### config.mk
export PLATFORM = sky130hd
export DESIGN_NAME = wb_master_core
export DESIGN_NICKNAME = d
export VERILOG_FILES = /design/src/rtl/wb_pkg.sv /design/src/rtl/wb_watchdog.sv /design/src/rtl/wb_master_core.sv
export SDC_FILE = /design/constraint.sdc
export NUM_CORES = 1
export LEC_CHECK = 0
export CAP_MARGIN = 20
export CORE_ASPECT_RATIO = 1.5
export CORE_MARGIN = 5
export CORE_UTILIZATION = 44
export DETAILED_ROUTE_END_ITERATION = 8
export PLACE_DENSITY = 0.85
export SLEW_MARGIN = 30
export SYNTH_ARGS = -nofsm -noshare
export SYNTH_HDL_FRONTEND = slang
export SYNTH_SLANG_ARGS = --single-unit
### constraint.sdc
create_clock -name clk_i -period 5.65 [get_ports clk_i]
set_input_delay 0.565 -clock clk_i [delete_from_list [all_inputs] [get_ports clk_i]]
set_output_delay 0.565 -clock clk_i [all_outputs]
set_load 0.005 [all_outputs]
### src/rtl/wb_pkg.sv
// Shared definitions for the Wishbone B4 pipelined initiator.
// Holds bus-width defaults, the FSM state encoding and the response status.
// Imported by wb_master_core and wb_watchdog.
package wb_pkg;

  localparam int WB_ADDR_WIDTH = 16;
  localparam int WB_DATA_WIDTH = 32;
  localparam int WB_GRANULE    = 8;
  localparam int WB_SEL_WIDTH  = WB_DATA_WIDTH / WB_GRANULE;

  typedef enum logic [1:0] {
    IDLE = 2'd0,
    REQ  = 2'd1,
    WAIT = 2'd2,
    RESP = 2'd3
  } wb_mst_state_e;

  typedef struct packed {
    logic err;
    logic timeout;
  } wb_rsp_status_t;

endpackage

### src/rtl/wb_watchdog.sv
// Cycle watchdog for one outstanding bus transaction; expired_o is combinational.
// expired_o rises in the cycle whose closing edge would make the count reach TIMEOUT.
// No backpressure; count saturates at TIMEOUT and never wraps; TIMEOUT=0 never expires.
module wb_watchdog
  import wb_pkg::*;
#(
  parameter int TIMEOUT = 255
) (
  input  logic clk_i,
  input  logic rst_i,
  input  logic clr_i,
  input  logic en_i,
  output logic expired_o
);

  localparam int CW = (TIMEOUT > 0) ? $clog2(TIMEOUT + 1) : 1;
  localparam logic [CW-1:0] CNT_LAST = (TIMEOUT > 0) ? CW'(TIMEOUT - 1) : '0;
  localparam logic [CW-1:0] CNT_SAT  = CW'(TIMEOUT);

  logic [CW-1:0] r_count;

  // Count enabled cycles, restart on each new request, hold at the saturation value.
  always_ff @(posedge clk_i) begin
    if (rst_i || clr_i) begin
      r_count <= '0;
    end else if (en_i && (r_count != CNT_SAT)) begin
      r_count <= r_count + CW'(1);
    end
  end

  // Flag the cycle whose edge completes the TIMEOUT-th counted cycle.
  assign expired_o = (TIMEOUT != 0) && en_i && (r_count >= CNT_LAST);

endmodule

### src/rtl/wb_master_core.sv
// Wishbone B4 pipelined initiator: one local read/write command -> one bus cycle -> one response.
// Latency: accept edge, then >=1 strobe cycle, RESP entered on the ack/err/timeout edge.
// Backpressure: cmd_ready_o only in IDLE; response held in RESP until rsp_ready_i.
module wb_master_core
  import wb_pkg::*;
#(
  parameter int ADDR_WIDTH = WB_ADDR_WIDTH,
  parameter int DATA_WIDTH = WB_DATA_WIDTH,
  parameter int GRANULE    = WB_GRANULE,
  parameter int TIMEOUT    = 255,
  localparam int SEL_WIDTH = DATA_WIDTH / GRANULE
) (
  input  logic                  clk_i,
  input  logic                  rst_i,
  input  logic                  cmd_valid_i,
  output logic                  cmd_ready_o,
  input  logic                  cmd_we_i,
  input  logic [ADDR_WIDTH-1:0] cmd_adr_i,
  input  logic [DATA_WIDTH-1:0] cmd_dat_i,
  input  logic [SEL_WIDTH-1:0]  cmd_sel_i,
  output logic                  rsp_valid_o,
  input  logic                  rsp_ready_i,
  output logic [DATA_WIDTH-1:0] rsp_dat_o,
  output logic                  rsp_err_o,
  output logic                  rsp_timeout_o,
  output logic                  cyc_o,
  output logic                  stb_o,
  output logic                  we_o,
  output logic [ADDR_WIDTH-1:0] adr_o,
  output logic [DATA_WIDTH-1:0] dat_o,
  output logic [SEL_WIDTH-1:0]  sel_o,
  input  logic [DATA_WIDTH-1:0] dat_i,
  input  logic                  ack_i,
  input  logic                  err_i,
  input  logic                  stall_i
);

  wb_mst_state_e   r_state, w_state_nxt;
  logic            r_cyc, w_cyc_nxt;
  logic            r_stb, w_stb_nxt;
  logic            r_we, w_we_nxt;
  logic [ADDR_WIDTH-1:0] r_adr, w_adr_nxt;
  logic [DATA_WIDTH-1:0] r_dat, w_dat_nxt;
  logic [SEL_WIDTH-1:0]  r_sel, w_sel_nxt;
  logic            r_rsp_vld, w_rsp_vld_nxt;
  logic [DATA_WIDTH-1:0] r_rsp_dat, w_rsp_dat_nxt;
  wb_rsp_status_t  r_status, w_status_nxt;

  logic w_wd_clr, w_wd_en, w_wd_expired;
  logic w_finish, w_timeout;

  assign w_wd_clr = (r_state == IDLE) && cmd_valid_i;
  assign w_wd_en  = (r_state == REQ) || (r_state == WAIT);

  wb_watchdog #(
    .TIMEOUT(TIMEOUT)
  ) u_watchdog (
    .clk_i     (clk_i),
    .rst_i     (rst_i),
    .clr_i     (w_wd_clr),
    .en_i      (w_wd_en),
    .expired_o (w_wd_expired)
  );

  // Next-state and next-output decode; every register holds unless a transition updates it.
  always_comb begin
    w_state_nxt   = r_state;
    w_cyc_nxt     = r_cyc;
    w_stb_nxt     = r_stb;
    w_we_nxt      = r_we;
    w_adr_nxt     = r_adr;
    w_dat_nxt     = r_dat;
    w_sel_nxt     = r_sel;
    w_rsp_vld_nxt = r_rsp_vld;
    w_rsp_dat_nxt = r_rsp_dat;
    w_status_nxt  = r_status;
    w_finish      = 1'b0;
    w_timeout     = 1'b0;
    case (r_state)
      IDLE: begin
        if (cmd_valid_i) begin
          w_we_nxt    = cmd_we_i;
          w_adr_nxt   = cmd_adr_i;
          w_dat_nxt   = cmd_dat_i;
          w_sel_nxt   = cmd_sel_i;
          w_cyc_nxt   = 1'b1;
          w_stb_nxt   = 1'b1;
          w_state_nxt = REQ;
        end
      end
      REQ: begin
        // A stalled strobe was not taken, so any ack/err then cannot belong to it.
        if (!stall_i && (ack_i || err_i)) begin
          w_finish = 1'b1;
        end else if (w_wd_expired) begin
          w_timeout = 1'b1;
        end else if (!stall_i) begin
          w_stb_nxt   = 1'b0;
          w_state_nxt = WAIT;
        end
      end
      WAIT: begin
        if (ack_i || err_i) begin
          w_finish = 1'b1;
        end else if (w_wd_expired) begin
          w_timeout = 1'b1;
        end
      end
      RESP: begin
        if (rsp_ready_i) begin
          w_rsp_vld_nxt = 1'b0;
          w_rsp_dat_nxt = '0;
          w_status_nxt  = '0;
          w_state_nxt   = IDLE;
        end
      end
      default: w_state_nxt = IDLE;
    endcase
    // Completion drops the bus cycle on the same edge the response is loaded; err beats ack.
    if (w_finish || w_timeout) begin
      w_state_nxt          = RESP;
      w_cyc_nxt            = 1'b0;
      w_stb_nxt            = 1'b0;
      w_rsp_vld_nxt        = 1'b1;
      w_status_nxt.err     = w_finish && err_i;
      w_status_nxt.timeout = w_timeout;
      w_rsp_dat_nxt        = (w_finish && !err_i && !r_we) ? dat_i : '0;
    end
  end

  // State and output registers; reset abandons any bus cycle and pending response.
  always_ff @(posedge clk_i) begin
    if (rst_i) begin
      r_state   <= IDLE;
      r_cyc     <= 1'b0;
      r_stb     <= 1'b0;
      r_we      <= 1'b0;
      r_adr     <= '0;
      r_dat     <= '0;
      r_sel     <= '0;
      r_rsp_vld <= 1'b0;
      r_rsp_dat <= '0;
      r_status  <= '0;
    end else begin
      r_state   <= w_state_nxt;
      r_cyc     <= w_cyc_nxt;
      r_stb     <= w_stb_nxt;
      r_we      <= w_we_nxt;
      r_adr     <= w_adr_nxt;
      r_dat     <= w_dat_nxt;
      r_sel     <= w_sel_nxt;
      r_rsp_vld <= w_rsp_vld_nxt;
      r_rsp_dat <= w_rsp_dat_nxt;
      r_status  <= w_status_nxt;
    end
  end

  assign cmd_ready_o   = (r_state == IDLE);
  assign cyc_o         = r_cyc;
  assign stb_o         = r_stb;
  assign we_o          = r_we;
  assign adr_o         = r_adr;
  assign dat_o         = r_dat;
  assign sel_o         = r_sel;
  assign rsp_valid_o   = r_rsp_vld;
  assign rsp_dat_o     = r_rsp_dat;
  assign rsp_err_o     = r_status.err;
  assign rsp_timeout_o = r_status.timeout;

endmodule

==> summary.md, run 1 <==
| Metric | Value |
|---|---|
| Outcome | `complete, no violations` |
| DR vias/cell | `~5.3` |
| Cts-stage hold buffer count | `0` |
| Yosys top cell by area | `dfxtp_1` |
| CTS root buf | `clkbuf_16` |
| Fin crit period | `2.51 ns` |
| Synth Cell Area | `slightly below 4000 µm²` |
| All-Layer GR Usage | `0.207` |
| Startpoint type of the worst setup path | `flop` |
| Initial Utilization | `0.449` |
| Max_slew headroom | `0.527` |
| CP max FO | `37` |
| Count leader, synth | `nand2_1` |
| Antenna violations before repair | `0` |
| CTS tree | `built` |
| Final wirelength | `11,700 µm` |
| Crit Path Class | `flop to flop` |
| Commonest cells in the synthesized netlist | `nand2_1 (145), dfxtp_1 (100), a21oi_1 (92), clkbuf_1 (34), o2111ai_1 (34)` |
| Number of enable flip-flop cells after synthesis | `0` |
| First-pass GRT wire length | `between 15,000 and 20,000 µm` |
| Async S/R FF share, synth | `0` |
| CP Cell Sequence | `inv_1 > ha_1 > nand3_2 > or3_2 > a31o_1 > a2111oi_2` |
| Seq/Total Area, Yosys | `0.508` |
| Leak pwr | `approximately 2.1 nW` |
| Psw | `0.000644 W` |
| Sink Count | `100` |
| H-tree lvl count | `3` |
| Final ANT Viol Nets | `0` |
| Ports | `183` |
| Drt first-iter violations | `approximately 160` |
| Wire per inst | `15.6 µm` |
| Die area | `11,000 µm²` |
| Post-Syn Instances | `~480` |
| Critical path capture point type | `flop` |
| Multi-input logic area | `~1800 µm²` |
| Net switching fraction of the power | `0.315` |
| Synth area leaders | `dfxtp_1 (51%), nand2_1 (14%), a21oi_1 (12%), o2111ai_1 (7.6%), clkbuf_1 (3.2%)` |
| Largest stage delay, worst path | `0.79 ns` |
| Post-CTS Setup Inserts | `0` |
| Yosys warns | `0` |
| Worst setup margin | `around 3.1 ns` |
| Max-cap viol count | `0` |
| Fin nets | `~740` |
| Max frequency | `399 MHz` |
| Vias in the first global route | `between 3,000 and 4,000` |
| Fill cell count | `a little under 700` |
| CP required | `5.88 ns` |
| Rows | `42` |
| RSZ-0062 raised after global routing | `false` |
| GR Overflow Total | `0` |
| Post-DP HPWL | `between 8000 and 9000 µm` |
| Syn Nets | `~580` |
| Port buffer count | `182` |
| Comb pwr share | `0.301` |
| Int Power | `between 0.001 and 0.0015 W` |
| Post_cts resized | `0` |
| Max Clock Skew | `0.00705 ns` |
| Final cell count without fillers | `approximately 750` |
| Period utilization | `0.444` |
| Synth top area share | `0.508` |
| Routability cong. | `about 0.82` |
| Largest net degree at the start of global routing | `55` |
| Worst skew pair latency | `between 0.3 and 0.4 ns` |
| Cell Count Post-Placement | `about 740` |
| Die X-Extent | `between 80 and 90 µm` |
| Core region area | `roughly 9000 µm²` |
| Final setup TNS | `0 ns` |
| Predominant post-synthesis flop cell | `dfxtp_1` |
| Max VDD drop | `roughly 0.00022 V` |
| Post-route DRC | `0` |
| P per Cell Area | `335 nW/µm²` |
| Slowest stage cell on the critical path | `or3_2` |
| Via count | `about 4,000` |
| Flops & latches, synth | `100` |
| Final setup viols | `0` |
| Share of post-route cells with drive strength above 1 | `0.0513` |
| Max Buffers Root-to-Sink | `2` |
| Final hold violation count | `0` |
| Cell variety after synth | `39` |
| # diodes | `0` |
| HP Class | `flop to flop` |
| Pre-antenna DRT Iters | `4` |
| Num CTS Buffers | `9` |
| Layout Area Growth over Synthesis | `54.7%` |
| Reg area | `about 2000 µm²` |
| Final Max Slew Viols | `0` |
| Clk pwr share | `0.286` |
| Sequential Power Share | `0.413` |
| Worst slew pin tran | `between 0.7 and 0.8 ns` |
| Syn_area_per_cell | `around 8.2 µm²` |
| Worst Path Arrival | `2.74 ns` |
| Die Y | `between 100 and 150 µm` |
| Clk pin slew, worst setup/hold paths | `0.07 ns` |
| Place WS | `3.01 ns` |
==> worst paths after layout <==
kind / startpoint / endpoint / slack [ns] / depth (start not counted)
worst max-delay path: r_state[1] / stb_o / 3.14 / 6
worst min-delay path: adr_o[6] / adr_o[6] / 0.45 / 2
worst min register to register: adr_o[6] / adr_o[6] / 0.45 / 2
worst max register to register: r_state[1] / stb_o / 3.14 / 6
==> cell type report <==
cell class,count,area share
Clock buffer,9,0.0370
Sequential cell,100,0.329
Inverter,8,0.00493
Timing Repair Buffer,186,0.306
Clock inverter,7,0.0101
Multi-Input combinational cell,333,0.290
Tap cell,110,0.0226
==> power by group through the flow <==
stage               logic, W  clock network (W)  registers (W)
floorplan           0.000300                  0       0.000860
global placement    0.000599                  0       0.000853
detailed placement  0.000616                  0       0.000857
CTS                 0.000622           0.000598       0.000843
global route        0.000673           0.000633       0.000854
finish              0.000616           0.000584       0.000843
==> registers in the layout, summed over array words and instances, names as in the netlist, 2 cells and up <==
name and cells:
u_watchdog.r_count 8, rsp_dat_o 32, dat_o 32, r_state 2, adr_o 16, sel_o 4
==> per-stage QoR <==
step	utilization	total power [W]	hold WS, ns	instance area (µm²)
finish	0.694	0.00204	0.451	6090
global route	0.694	0.00216	0.477	6090
CTS	0.693	0.00206	0.457	6090
detailed placement	0.661	0.00147	0.448	5800
global placement	0.657	0.00145	0.440	5770
floorplan	-	0.00116	0.453	3940
==> placed cells by master, fill, tap and decap left out, drive strengths merged, types with 3 or more instances in the layout <==
cell type | synthesis | final
a31oi | 3 | 3
or3 | 5 | 5
nor3 | 3 | 3
dfxtp | 100 | 100
buf | 4 | 5
o2111ai | 34 | 34
o21ai | 6 | 6
clkinv | 0 | 4
clkbuf | 34 | 9
inv | 8 | 10
nand2 | 145 | 145
nand3 | 4 | 4
ha | 6 | 6
clkdlybuf4s50 | 0 | 181
nor2 | 6 | 6
a21oi | 92 | 92
==> layer usage <==
| metal | vias up | global-route usage | part of all wire |
|---|---|---|---|
| li1 | 1987 | - | - |
| met1 | 1850 | 0.229 | 0.39 |
| met2 | 162 | 0.349 | 0.49 |
| met3 | 19 | 0.0699 | 0.098 |
| met4 | 0 | 0.0967 | 0.028 |
| met5 | - | 0 | 0 |
==> logic make-up after synthesis <==
logic type,after synthesis,synth area share
AOI/OAI and AO/OA,149,0.236
xor gates and xnor gates,2,0.00445
adders and majority gates,6,0.0191
buffers and inverters,46,0.0467
DFF,100,0.508
and+or+nand+nor,176,0.185
==> critical path, delay by kind of cell (launching register included) <==
family,cells,cell delay [ns]
simple gates,2,0.92
compound gates,2,0.65
flops,1,0.38
fa+ha+maj,1,0.37
buf+inv,1,0.08
Note: power is estimated with default switching activity, not from simulation.
==> run 2, diff against run 1 <==
--- a/config.mk
+++ b/config.mk
@@ -8,9 +8,9 @@
 export CAP_MARGIN = 20
 export CORE_ASPECT_RATIO = 1.5
 export CORE_MARGIN = 5
-export CORE_UTILIZATION = 44
+export CORE_UTILIZATION = 41
 export DETAILED_ROUTE_END_ITERATION = 8
-export PLACE_DENSITY = 0.85
+export PLACE_DENSITY = 0.8
 export SLEW_MARGIN = 30
 export SYNTH_ARGS = -nofsm -noshare
 export SYNTH_HDL_FRONTEND = slang
==> constraint.sdc (replaced) <==
create_clock -name clk_i -period 2.6 [get_ports clk_i]
set_input_delay 0.26 -clock clk_i [delete_from_list [all_inputs] [get_ports clk_i]]
set_output_delay 0.26 -clock clk_i [all_outputs]
set_load 0.005 [all_outputs]
==> summary.md, run 2 (synthesized netlist as in run 1, its figures left out) <==
| Metric | Value |
|---|---|
| Post-DP HPWL | `around 8500 µm` |
| Sink Count | `100` |
| Max VDD drop | `approximately 0.00064 V` |
| P per Cell Area | `750 nW/µm²` |
| Pre-antenna DRT Iters | `4` |
| HP Class | `input pin to flop` |
| Reg area | `2000 µm²` |
| Final wirelength | `around 12,000 µm` |
| # diodes | `0` |
| Ports | `around 180` |
| Crit Path Class | `flop to flop` |
| Post-CTS Setup Inserts | `0` |
| Hold Crit Depth | `3` |
| Slowest stage cell on the critical path | `or3_1` |
| Die X-Extent | `approximately 90 µm` |
| Startpoint type of the worst setup path | `flop` |
| Worst slew pin tran | `roughly 0.66 ns` |
| CTS tree | `built` |
| Final setup viols | `0` |
| Die Y | `about 130 µm` |
| Hold path startpoint | `rst_i` |
| Initial Utilization | `0.423` |
| Commonest non-fill, non-tap cell in the layout | `clkdlybuf4s50_1` |
| Worst r2r src | `r_state[1]` |
| Hold path endpoint | `u_watchdog.r_count[2]` |
| Port buffer count | `182` |
| CP Depth | `7` |
| Fin crit period | `between 2 and 2.5 ns` |
| Worst reg-to-reg path cell count | `7` |
| Fin util | `0.661` |
| CP max FO | `22` |
| Uppermost routed layer | `met4` |
| RSZ-0062 raised after global routing | `false` |
| Drt first-iter violations | `140` |
| Reg2reg setup slack | `between 0.3 and 0.4 ns` |
| Rows | `43` |
| Max frequency | `roughly 440 MHz` |
| Die area | `roughly 12,000 µm²` |
| GR Overflow Total | `0` |
| Routed wl met3 | `1140 µm` |
| Via count | `approximately 4,000` |
| Layout Area Growth over Synthesis | `56.3%` |
| Hold slack | `approximately 0.40 ns` |
| Post_cts resized | `0` |
| Outcome | `complete, no violations` |
| Max Clock Skew | `around 0.0077 ns` |
| DR vias/cell | `5.26` |
| H-tree lvl count | `3` |
| First-pass GRT wire length | `roughly 19,000 µm` |
| Period utilization | `0.876` |
| Place WS | `0.416 ns` |
| Final Max Slew Viols | `0` |
| Fill cell count | `778` |
| Post-route DRC | `0` |
| Total Power | `0.00462 W` |
| CP Cell Sequence | `inv_1 > ha_1 > nand3_2 > or3_1 > buf_4 > o21ai_0 > nor3_1` |
| Max_slew headroom | `0.553` |
| Largest net degree at the start of global routing | `between 50 and 60` |
| Leading cell types in the layout, fill and taps excluded | `clkdlybuf4s50_1 (181), nand2_1 (144), dfxtp_1 (100)` |
| All-Layer GR Usage | `0.194` |
| Worst setup margin | `between 0.3 and 0.4 ns` |
| CTS root buf | `clkbuf_16` |
| Core region area | `9310 µm²` |
| Vias in the first global route | `between 3,000 and 4,000` |
| Critical path capture point type | `flop` |
| Share of post-route cells with drive strength above 1 | `0.0555` |
| M1 wire length | `4530 µm` |
| Multi-input logic area | `approximately 1800 µm²` |
| Routed wl met2 | `roughly 5800 µm` |
| Largest stage delay, worst path | `0.43 ns` |
| Final hold violation count | `0` |
| Cts-stage hold buffer count | `0` |
| CP required | `between 2 and 3 ns` |
| Clk pin slew, worst setup/hold paths | `~0.07 ns` |
| CP Buf/Inv Count | `2` |
| Worst Path Arrival | `between 2 and 2.5 ns` |
| Final ANT Viol Nets | `0` |
| Max Buffers Root-to-Sink | `2` |
| Leak pwr | `roughly 2.1 nW` |
| Num CTS Buffers | `9` |
| Largest delay share family, worst path | `simple AND/OR/NAND/NOR gates` |
| Max-cap viol count | `0` |
| Final setup TNS | `0 ns` |
| Worst skew pair latency | `about 0.34 ns` |
| Wire per inst | `between 15 and 20 µm` |
| Antenna violations before repair | `0` |
| Fin nets | `between 700 and 800` |
| Routability cong. | `just over 0.8` |
| FF-to-FF End | `cyc_o` |
-- run 2: cell types whose count changed in the layout (fill, tap and decap cells not counted), sizes merged --
cell and change:
inv -2, clkinv -3, bufinv +2, clkbuf +2, buf +7
-- run 2: power by group --
group / switching [W] / leakage [nW] / total, W / internal (W)
combinational: 0.000688 / 1.15 / 0.00135 / 0.000664
sequential: 0.000112 / 0.815 / 0.00184 / 0.00172
clock: 0.000542 / 0.158 / 0.00143 / 0.000888
-- run 2: worst register-to-register path, stage by stage, from the launching register on --
cell     delay, ns
dfxtp_1       0.39
inv_1         0.08
ha_1          0.37
nand3_2       0.14
or3_1         0.43
buf_4         0.24
o21ai_0       0.40
nor3_1        0.09
-- run 2: cell type report --
type	instances	share of cell area
repair buffers	193	0.309
flip-flops and latches	100	0.325
inverters	8	0.00488
well taps	112	0.0228
clock buffers	11	0.0411
multi-input cells	333	0.286
clock inverters	4	0.0118
-- run 2: worst max-delay path by stage --
stage                          start          to  slack, ns
after CTS                 r_state[1]       stb_o       0.32
final                     r_state[1]       cyc_o       0.32
after global placement         err_i  r_state[1]       0.53
after floorplan           r_state[0]       stb_o       0.65
after detailed placement       err_i  r_state[1]       0.42
after global routing      r_state[0]       cyc_o       0.17
-- run 2: layer usage --
| layer | vias to the layer above | track usage |
|---|---|---|
| met5 | - | 0 |
| met4 | 0 | 0.0876 |
| met3 | 21 | 0.0802 |
| met2 | 171 | 0.336 |
| met1 | 1823 | 0.208 |
| li1 | 1990 | - |
-- run 2: through the flow --
stage | std cells | instance area, µm²
6_report | 761 | 6160
5_1_grt | 761 | 6160
4_1_cts | 761 | 6160
3_5_place_dp | 746 | 5830
3_3_place_gp | 746 | 5830
2_1_floorplan | 479 | 3940
